**config.mk**
```make
export PLATFORM = sky130hd
export DESIGN_NAME = clk_period_monitor_flat
export DESIGN_NICKNAME = d
export VERILOG_FILES = /design/src/rtl/clk_period_monitor_if.sv /design/src/rtl/clk_period_monitor.sv /design/src/flat_wrapper.sv
export SDC_FILE = /design/constraint.sdc
export NUM_CORES = 1
export LEC_CHECK = 0
export BUFFER_PORTS_ARGS = -buffer_cell sky130_fd_sc_hd__buf_4
export CORE_AREA = 2 2 82 84
export DETAILED_ROUTE_END_ITERATION = 12
export DIE_AREA = 0 0 84 86
export PLACE_DENSITY_LB_ADDON = 0.3
export SLEW_MARGIN = 20
export SYNTH_ARGS = -nofsm -noshare
export SYNTH_HDL_FRONTEND = slang
export SYNTH_SLANG_ARGS = --single-unit
```
**constraint.sdc**
```tcl
create_clock -name clk_50MHz -period 2.8 [get_ports clk_50MHz]
set_input_delay 0 -clock clk_50MHz [delete_from_list [all_inputs] [get_ports clk_50MHz]]
set_output_delay 0 -clock clk_50MHz [all_outputs]
set_load 0.05 [all_outputs]
```
**src/rtl/clk_period_monitor_if.sv**
```systemverilog
// Bus between the clock period monitor and the logic consuming its ticks.
// The monitor side takes the master modport; the consumer or stimulus side takes the slave modport.
interface clk_period_monitor_if #(
  parameter int CNT_W = 16
);
  logic             clk_in;
  logic             tick;
  logic [CNT_W-1:0] period;
  logic             period_valid;
  logic             in_range;
  logic             lost;

  modport master (
    input  clk_in,
    output tick, period, period_valid, in_range, lost
  );

  modport slave (
    output clk_in,
    input  tick, period, period_valid, in_range, lost
  );
endinterface

```
**src/rtl/clk_period_monitor.sv**
```systemverilog
// Synchronizes a slow divided clock into clk_50MHz, emits a tick per rising edge,
// measures its period in system cycles and flags off-nominal or lost input.
module clk_period_monitor #(
  parameter int SYNC_STAGES = 2,
  parameter int CNT_W       = 16,
  parameter int NOMINAL     = 5002,
  parameter int TOL         = 16,
  parameter int TIMEOUT     = 12000
) (
  input  logic                 clk_50MHz,
  input  logic                 reset,
  clk_period_monitor_if.master mon
);

  typedef enum logic [1:0] {
    ACQUIRE = 2'd0,
    MEASURE = 2'd1,
    LOST    = 2'd2
  } state_t;

  localparam logic [CNT_W:0]   NOMINAL_C = (CNT_W+1)'(NOMINAL);
  localparam logic [CNT_W:0]   TOL_C     = (CNT_W+1)'(TOL);
  localparam logic [CNT_W-1:0] TIMEOUT_C = CNT_W'(TIMEOUT);

  state_t                 state_q, state_d;
  logic [SYNC_STAGES-1:0] sync_q, sync_d;
  logic                   prev_q, prev_d;
  logic [CNT_W-1:0]       count_q, count_d;
  logic [CNT_W-1:0]       period_q, period_d;
  logic                   tick_q, tick_d;
  logic                   valid_q, valid_d;
  logic                   in_range_q, in_range_d;
  logic                   lost_q, lost_d;

  logic                   rise_s;
  logic [CNT_W:0]         count_ext_s;
  logic [CNT_W:0]         diff_s;
  logic                   in_tol_s;

  assign rise_s      = sync_q[SYNC_STAGES-1] & ~prev_q;
  assign count_ext_s = {1'b0, count_q};
  assign diff_s      = (count_ext_s >= NOMINAL_C) ? (count_ext_s - NOMINAL_C)
                                                  : (NOMINAL_C - count_ext_s);
  assign in_tol_s    = (diff_s <= TOL_C);

  // Next-state logic for the synchronizer, edge detector and measurement FSM.
  always_comb begin
    sync_d     = {sync_q[SYNC_STAGES-2:0], mon.clk_in};
    prev_d     = sync_q[SYNC_STAGES-1];
    tick_d     = rise_s;
    state_d    = state_q;
    count_d    = count_q;
    period_d   = period_q;
    valid_d    = 1'b0;
    in_range_d = in_range_q;
    lost_d     = lost_q;
    case (state_q)
      ACQUIRE: begin
        if (rise_s) begin
          state_d = MEASURE;
          count_d = CNT_W'(1);
        end else begin
          count_d = '0;
        end
      end
      MEASURE: begin
        // A rise landing on the timeout cycle still counts as a valid period.
        if (rise_s) begin
          period_d   = count_q;
          valid_d    = 1'b1;
          count_d    = CNT_W'(1);
          in_range_d = in_tol_s;
        end else if (count_q == TIMEOUT_C) begin
          state_d    = LOST;
          lost_d     = 1'b1;
          in_range_d = 1'b0;
        end else begin
          count_d = count_q + CNT_W'(1);
        end
      end
      LOST: begin
        if (rise_s) begin
          state_d = MEASURE;
          count_d = CNT_W'(1);
          lost_d  = 1'b0;
        end else begin
          count_d = count_q;
        end
      end
      default: begin
        state_d = ACQUIRE;
        count_d = '0;
      end
    endcase
  end

  // State and output registers.
  always_ff @(posedge clk_50MHz or posedge reset) begin
    if (reset) begin
      state_q    <= ACQUIRE;
      sync_q     <= '0;
      prev_q     <= 1'b0;
      count_q    <= '0;
      period_q   <= '0;
      tick_q     <= 1'b0;
      valid_q    <= 1'b0;
      in_range_q <= 1'b0;
      lost_q     <= 1'b0;
    end else begin
      state_q    <= state_d;
      sync_q     <= sync_d;
      prev_q     <= prev_d;
      count_q    <= count_d;
      period_q   <= period_d;
      tick_q     <= tick_d;
      valid_q    <= valid_d;
      in_range_q <= in_range_d;
      lost_q     <= lost_d;
    end
  end

  assign mon.tick         = tick_q;
  assign mon.period       = period_q;
  assign mon.period_valid = valid_q;
  assign mon.in_range     = in_range_q;
  assign mon.lost         = lost_q;

endmodule

```
**src/flat_wrapper.sv**
```systemverilog
// flat-port wrapper written by rule: the top's interface ports become plain ports
module clk_period_monitor_flat 
#(
  parameter int SYNC_STAGES = 2,
  parameter int CNT_W       = 16,
  parameter int NOMINAL     = 5002,
  parameter int TOL         = 16,
  parameter int TIMEOUT     = 12000
)
  (clk_50MHz, reset, mon_clk_in, mon_tick, mon_period, mon_period_valid, mon_in_range, mon_lost);
  clk_period_monitor_if #(.CNT_W(CNT_W)) mon_i ();
  input  logic clk_50MHz;
  input  logic reset;
  input wire logic [$bits(mon_i.clk_in)-1:0] mon_clk_in;
  output wire logic [$bits(mon_i.tick)-1:0] mon_tick;
  output wire logic [$bits(mon_i.period)-1:0] mon_period;
  output wire logic [$bits(mon_i.period_valid)-1:0] mon_period_valid;
  output wire logic [$bits(mon_i.in_range)-1:0] mon_in_range;
  output wire logic [$bits(mon_i.lost)-1:0] mon_lost;
  assign mon_i.clk_in = mon_clk_in;
  assign mon_tick = mon_i.tick;
  assign mon_period = mon_i.period;
  assign mon_period_valid = mon_i.period_valid;
  assign mon_in_range = mon_i.in_range;
  assign mon_lost = mon_i.lost;
  clk_period_monitor #(.SYNC_STAGES(SYNC_STAGES), .CNT_W(CNT_W), .NOMINAL(NOMINAL), .TOL(TOL), .TIMEOUT(TIMEOUT)) u_core (.clk_50MHz(clk_50MHz), .reset(reset), .mon(mon_i));
endmodule
```
Yosys cells after proc, flatten, opt, wreduce, memory -nomap -nowiden:

Cells that the tools add are included.

* bits in registers: 41
* input port bits: 3
* output and inout port bits: 20
* word-level logic and storage cells: 51

* $add $sub $neg: 3
* $lt $le $gt $ge: 2
* equal/unequal tests: 8
* muxes and demuxes: 18
* bitwise operators: 2
* reductions and logical operators: 9

Operator list (count)
* 2-to-1 mux 16 bit: 3
* one-hot mux 16 bit (3 select lines): 1
* less-or-equal comparator 17 x 5 -> 1 bit (second input constant): 1
* 2-to-1 mux 17 bit: 1
* subtractor 13 x 16 -> 17 bit (first input constant): 1
* subtractor 16 x 13 -> 17 bit (second input constant): 1
* adder 16 x 1 -> 16 bit (second input constant): 1
* == test 16 x 14 -> 1 bit (second input constant): 1
* >= comparator 16 x 13 -> 1 bit (second input constant): 1
* 2-to-1 mux 1 bit: 8
* 2-to-1 mux 2 bit: 3
* inequality test 2 x 1 -> 1 bit (second input constant): 3
* AND reduction 2 bit: 3
* one-hot mux 2 bit (2 select lines): 1
* AND reduction 4 bit: 1
* nonzero test 2 bit: 2
* inequality test 3 x 2 -> 1 bit (second input constant): 1
* AND reduction 3 bit: 1
* == test 2 x 1 -> 1 bit (second input constant): 1
* == test 2 bit (second input constant): 1
* logical NOT 2 bit: 1
* inequality test 2 bit (second input constant): 1
* one-hot mux 1 bit (2 select lines): 1
* OR reduction 2 bit: 1
* 2 further kinds: 2

Logic depth before layout (Yosys ltp):

* word-level depth: 4
* gate-level depth with buffers: 10
* depth with buffers taken out: 9

Worst setup path before layout:

Ideal clock, no wire load.

* path kind: reg-to-reg
* from: register u_core.count_q[2]
* to: register u_core.in_range_q, in the netlist u_core.mon.in_range
* setup time: 0.125 ns
* data arrival time: 2.150 ns
* required time: 2.675 ns
* slack: 0.525 ns
* stages on the path, launching flop included: 11
* path buffers: 1
* period minus slack after synthesis: 2.275 ns
* cell sequence: dfrtp_1 -> buf_1 -> inv_1 -> ha_1 -> nor2b_1 -> nor3_1 -> o21ai_0 -> a221o_1 -> a21oi_1 -> nand4b_1 -> o31ai_1

* longest elaborated chain between the ends: 4
* elaborated cells between the ends (all ways): 9
* those cells by class: add/sub: 2; order compare: 2; eq/ne: 1; mux: 2; reduce/logical: 2

RTL lines
* start: declaration: RTL line clk_period_monitor.sv:28 `logic [CNT_W-1:0] count_q, count_d;`
* start signal: assignment: RTL line clk_period_monitor.sv:113 `count_q <= count_d;`
* subtractor 13 x 16 -> 17 bit, or another cell as far along: RTL line clk_period_monitor.sv:43 `: (NOMINAL_C - count_ext_s);`
* 2-to-1 mux 17 bit: RTL line clk_period_monitor.sv:42 `assign diff_s = (count_ext_s >= NOMINAL_C) ? (count_ext_s - NOMINAL_C)`
* less-or-equal comparator 17 x 5 -> 1 bit: RTL line clk_period_monitor.sv:44 `assign in_tol_s = (diff_s <= TOL_C);`
* 2-to-1 mux 1 bit: RTL line clk_period_monitor.sv:68 `if (rise_s) begin`
* end signal: assignment: RTL line clk_period_monitor.sv:117 `in_range_q <= in_range_d;`
* end: declaration: RTL line clk_period_monitor.sv:32 `logic in_range_q, in_range_d;`

Several ways; a longest one is shown, not always the timed one.
A chain may end at the register's enable or synchronous reset.

Worst setup path after layout:

* from: register u_core.count_q[0]
* to: register u_core.count_q[6]

* longest elaborated chain between the ends: 4
* elaborated cells between the ends (all ways): 7
* those cells by class: add/sub: 1; eq/ne: 2; mux: 3; reduce/logical: 1

RTL lines
* adder 16 x 1 -> 16 bit: RTL line clk_period_monitor.sv:78 `count_d = count_q + CNT_W'(1);`
* 2-to-1 mux 16 bit: RTL line clk_period_monitor.sv:73 `end else if (count_q == TIMEOUT_C) begin`
* 2-to-1 mux 16 bit: RTL line clk_period_monitor.sv:68
* one-hot mux 16 bit (3 select lines): RTL line clk_period_monitor.sv:57 `case (state_q)`

Several ways; a longest one is shown, not always the timed one. The select of a mux whose other input is x is not followed.

==> results by group <==
Die
  • Number of core rows: 29
  • Starting density of the core: 40.7%
  • IO Count: 23
  • Total Die Area: 0.00722 mm^2
  • Floorplan core area: 0.00628 mm^2
  • Die span in y: 86 um
  • Die Wd: 84 um

Routing
  • First-pass detailed-route iteration total: 4
  • Violation count after the first detailed-route iteration: 135
  • Total Routed Length: 6030 um
  • # DRC: 0
  • Average detailed-routed wire length per instance: 16.5 um
  • Final antenna-violating net count: 0
  • Routed vias/inst: 5.66
  • Total via count in the routed design: 2065

Timing
  • Final critical-path setup slack: 441 ps
  • Hold violation total from the final report: 0
  • Layout Skew: 5.48 ps
  • Slew at the pin closest to its max-slew limit: 775 ps
  • Final total negative setup slack: 0 ps
  • Number of pins exceeding their max-slew limit in the final report: 0
  • Fin crit period: 2360 ps
  • Setup repair after global routing missed its margin: false
  • Max Freq: 0.424 GHz
  • Relative slew slack: 48.0%
  • Share of the clock period used by the worst path: 84.2%
  • Number of setup violations in the final report: 0

Synthesis
  • Cell type contributing the most total cell area after synthesis: dfrtp_1
  • Net count after synthesis: 274
  • Cell count after synthesis: 264
  • Summed instance area of the synthesized netlist: 0.00255 mm^2
  • Count of yosys warnings during synthesis: 0
  • Average footprint of a synthesized cell: 9.67 um^2
  • Number of flops mapped to enable cells by yosys: 0
  • Most area-consuming cells after synthesis: dfrtp_1 40%, xor2_1 4.5%, mux2_2 4.0%
  • Share of the synthesized area in the top cell type: 40.2%
  • Synth unique cells: 60
  • Most frequently used flop master after synthesis: dfrtp_1
  • Seq/Total Area, Yosys: 40.2%
  • #FFs+latches synth: 41
  • Share of synthesized flip-flops with an asynchronous set or reset: 100%

Power and ir drop
  • Fraction of power consumed by the clock network: 22.8%
  • Power per standard cell area: 603 mW/mm^2
  • Worst VDD drop: 0.289 mV
  • Internal: 1.09 mW
  • P_leak: 1.33 nW
  • Sequential Power Share: 39.0%
  • Net switching power of the design: 676 uW
  • Fraction of power spent switching nets: 38.3%
  • Relative contribution of combinational cells to total power: 38.1%

Setup path
  • Worst path top cell family by delay: compound AO/OA/AOI/OAI gates
  • Cells traversed along the worst timing path: inv_1 > ha_1 > and3b_1 > and4_1 > a21o_1 > a211oi_2 > nand3_1 > xnor2_1 > nor2_1
  • Arrival time reported for the critical path endpoint: 2540 ps
  • Buffers and inverters on the worst path: 1
  • CP max FO: 6
  • Delay of the slowest critical-path stage: 500 ps
  • Type of the setup path with the least slack: flip-flop to flip-flop
  • Slowest stage cell, crit path: a211oi_2
  • Endpoint class of the critical path: flip-flop
  • Element type at the critical path start: flip-flop
  • Critical path required time: 2980 ps

Global routing
  • Antenna violations before repair: 0
  • GRT Residual Overflow: 0
  • Number of global-route vias before repair: 2084
  • Pin count of the biggest net entering global routing: 22
  • Global-route wire length before repair: 10300 um
  • Combined global-route utilization of all metal layers: 17.7%

Clock network
  • Cts-stage hold buffer count: 2
  • Number of buffers inserted by post-CTS setup repair: 0
  • Clock transition at the registers of the reported paths: 80 ps
  • CTS tree: done
  • Root buffer cell: clkbuf_8
  • # clock sinks: 41
  • Total clock buffers created by CTS: 5
  • Clock latency at the later pin of the worst-skew pair: 300 ps
  • CTS resizes: 0
  • H-tree level count: 2
  • Buffer depth of the longest clock path: 2

Cells and area
  • Post-Layout Inst Area: 0.00293 mm^2
  • Diode count: 0
  • Layout fillers: 616
  • Area added between synthesis and finish: 14.6%
  • Fin util: 46.6%
  • Fraction of layout cells with a size suffix above 1: 21.2%
  • Nets@finish: 298

Hold path
  • Min-Delay Path Class: primary input to asynchronous set/reset pin

Placed design
  • Final Wtd Congestion: 0.865
  • Instance area after placement: 0.00282 mm^2
  • HPWL after detailed placement: 4270 um
  • Pre-CTS setup slack: 454 ps
  • Input/output buffers: 22

Run
  • Max-capacitance violation count: 0

Outcome
  • Result of the run: finished, final reports clean
-- cell usage after synthesis, drive strengths merged, types with 2 or more instances --
library cell,number
and4bb,2
a21boi,2
o211ai,2
ha,7
dfrtp,41
nand2b,3
xnor2,5
a21o,2
o221ai,2
mux2,17
nor2b,5
clkbuf,8
a211oi,4
and3,4
o21a,4
nand4b,2
a21oi,10
nor4,2
nor3,5
or3,2
a31oi,4
a22oi,3
o21ai,20
nand2,15
buf,11
inv,7
nor2,24
nand4,3
nand3,10
xor2,13
and2,3
or2,2
nor4b,3
o32a,2
-- through the flow --
stage               std cells  hold WS [ps]  power [mW]
floorplan                 264          31.4        1.17
global placement          356          97.7        1.36
detailed placement        356          97.4        1.37
CTS                       365           334        1.78
global route              365           369        1.87
finish                    365           307        1.76
-- layout make-up --
cell class	instances	area (um^2)	share of cell area, %
Multi-Input combinational cell	197	1410	48.2
Sequential cell	41	1030	35.1
Timing Repair Buffer	36	275	9.41
Tap cell	77	96.3	3.29
Clock buffer	6	82.6	2.82
Inverter	7	26.3	0.898
Clock inverter	1	7.51	0.257
-- per-layer routing --
| metal | share of wire (%) | global-route usage (%) |
|---|---|---|
| met1 | 47 | 23.6 |
| met2 | 49 | 29.3 |
| met3 | 2.2 | 2.41 |
| met4 | 1.8 | 6.74 |
| met5 | 0 | 0 |
-- cells in the final DEF (no fill, tap or decap), types with 7 or more instances in the layout --
| cell type | synthesis | routed |
|---|---|---|
| xor2_1 | 13 | 13 |
| nand3_1 | 10 | 10 |
| dfrtp_1 | 41 | 41 |
| buf_4 | 0 | 34 |
| mux2_1 | 8 | 8 |
| mux2_2 | 9 | 9 |
| ha_1 | 7 | 7 |
| nor2_1 | 24 | 24 |
| nand2_1 | 15 | 15 |
| o21ai_0 | 14 | 14 |
| a21oi_1 | 10 | 10 |
-- power by group through the flow --
| stage | sequential, mW | clock (mW) | combinational [mW] |
|---|---|---|---|
| 2_1_floorplan | 0.805 | 0 | 0.370 |
| 3_3_place_gp | 0.698 | 0 | 0.663 |
| 3_5_place_dp | 0.701 | 0 | 0.669 |
| 4_1_cts | 0.689 | 0.418 | 0.672 |
| 5_1_grt | 0.695 | 0.445 | 0.730 |
| 6_report | 0.689 | 0.402 | 0.673 |
-- registers in the layout, indices dropped and copies added, names as in the netlist --
signal / count
u_core.mon.in_range: 1
u_core.state_q: 2
u_core.count_q: 16
u_core.sync_q: 2
u_core.prev_q: 1
u_core.mon.period: 16
u_core.mon.tick: 1
u_core.mon.lost: 1
u_core.mon.period_valid: 1
-- final timing paths --
kind                                               start                              end  slack [ps]  cells past startpoint
max                        u_core.count_q[0]$_DFFE_PP0P_    u_core.count_q[6]$_DFFE_PP0P_         440                      9
min                                                reset  u_core.mon.in_range$_DFFE_PP0P_         310                      3
max reg2reg                u_core.count_q[0]$_DFFE_PP0P_    u_core.count_q[6]$_DFFE_PP0P_         440                      9
min reg2reg                   u_core.sync_q[0]$_DFF_PP0_       u_core.sync_q[1]$_DFF_PP0_         360                      0
max in group asynchronous                          reset    u_core.count_q[4]$_DFFE_PP0P_        1810                      4
min in group clk_50MHz        u_core.sync_q[0]$_DFF_PP0_       u_core.sync_q[1]$_DFF_PP0_         360                      0
-- tightest hold or removal path, stage by stage --
cell and delay (ps):
dlygate4sd3_1 530, buf_4 130, clkinv_1 400
-- cells by family (layout without fill, tap and decap cells) --
group                      after synthesis  after routing  share of synthesized area [%]
and+or+nand+nor                         90             90                           19.6
AOI/OAI and AO/OA                       65             65                           18.6
DFF                                     41             41                           40.2
buffers and inverters                   26             50                           4.51
xor gates and xnor gates                18             18                           6.18
muxes                                   17             17                           7.50
adders and majority gates                7              7                           3.43
No activity file was read; power rests on OpenSTA's default activity.
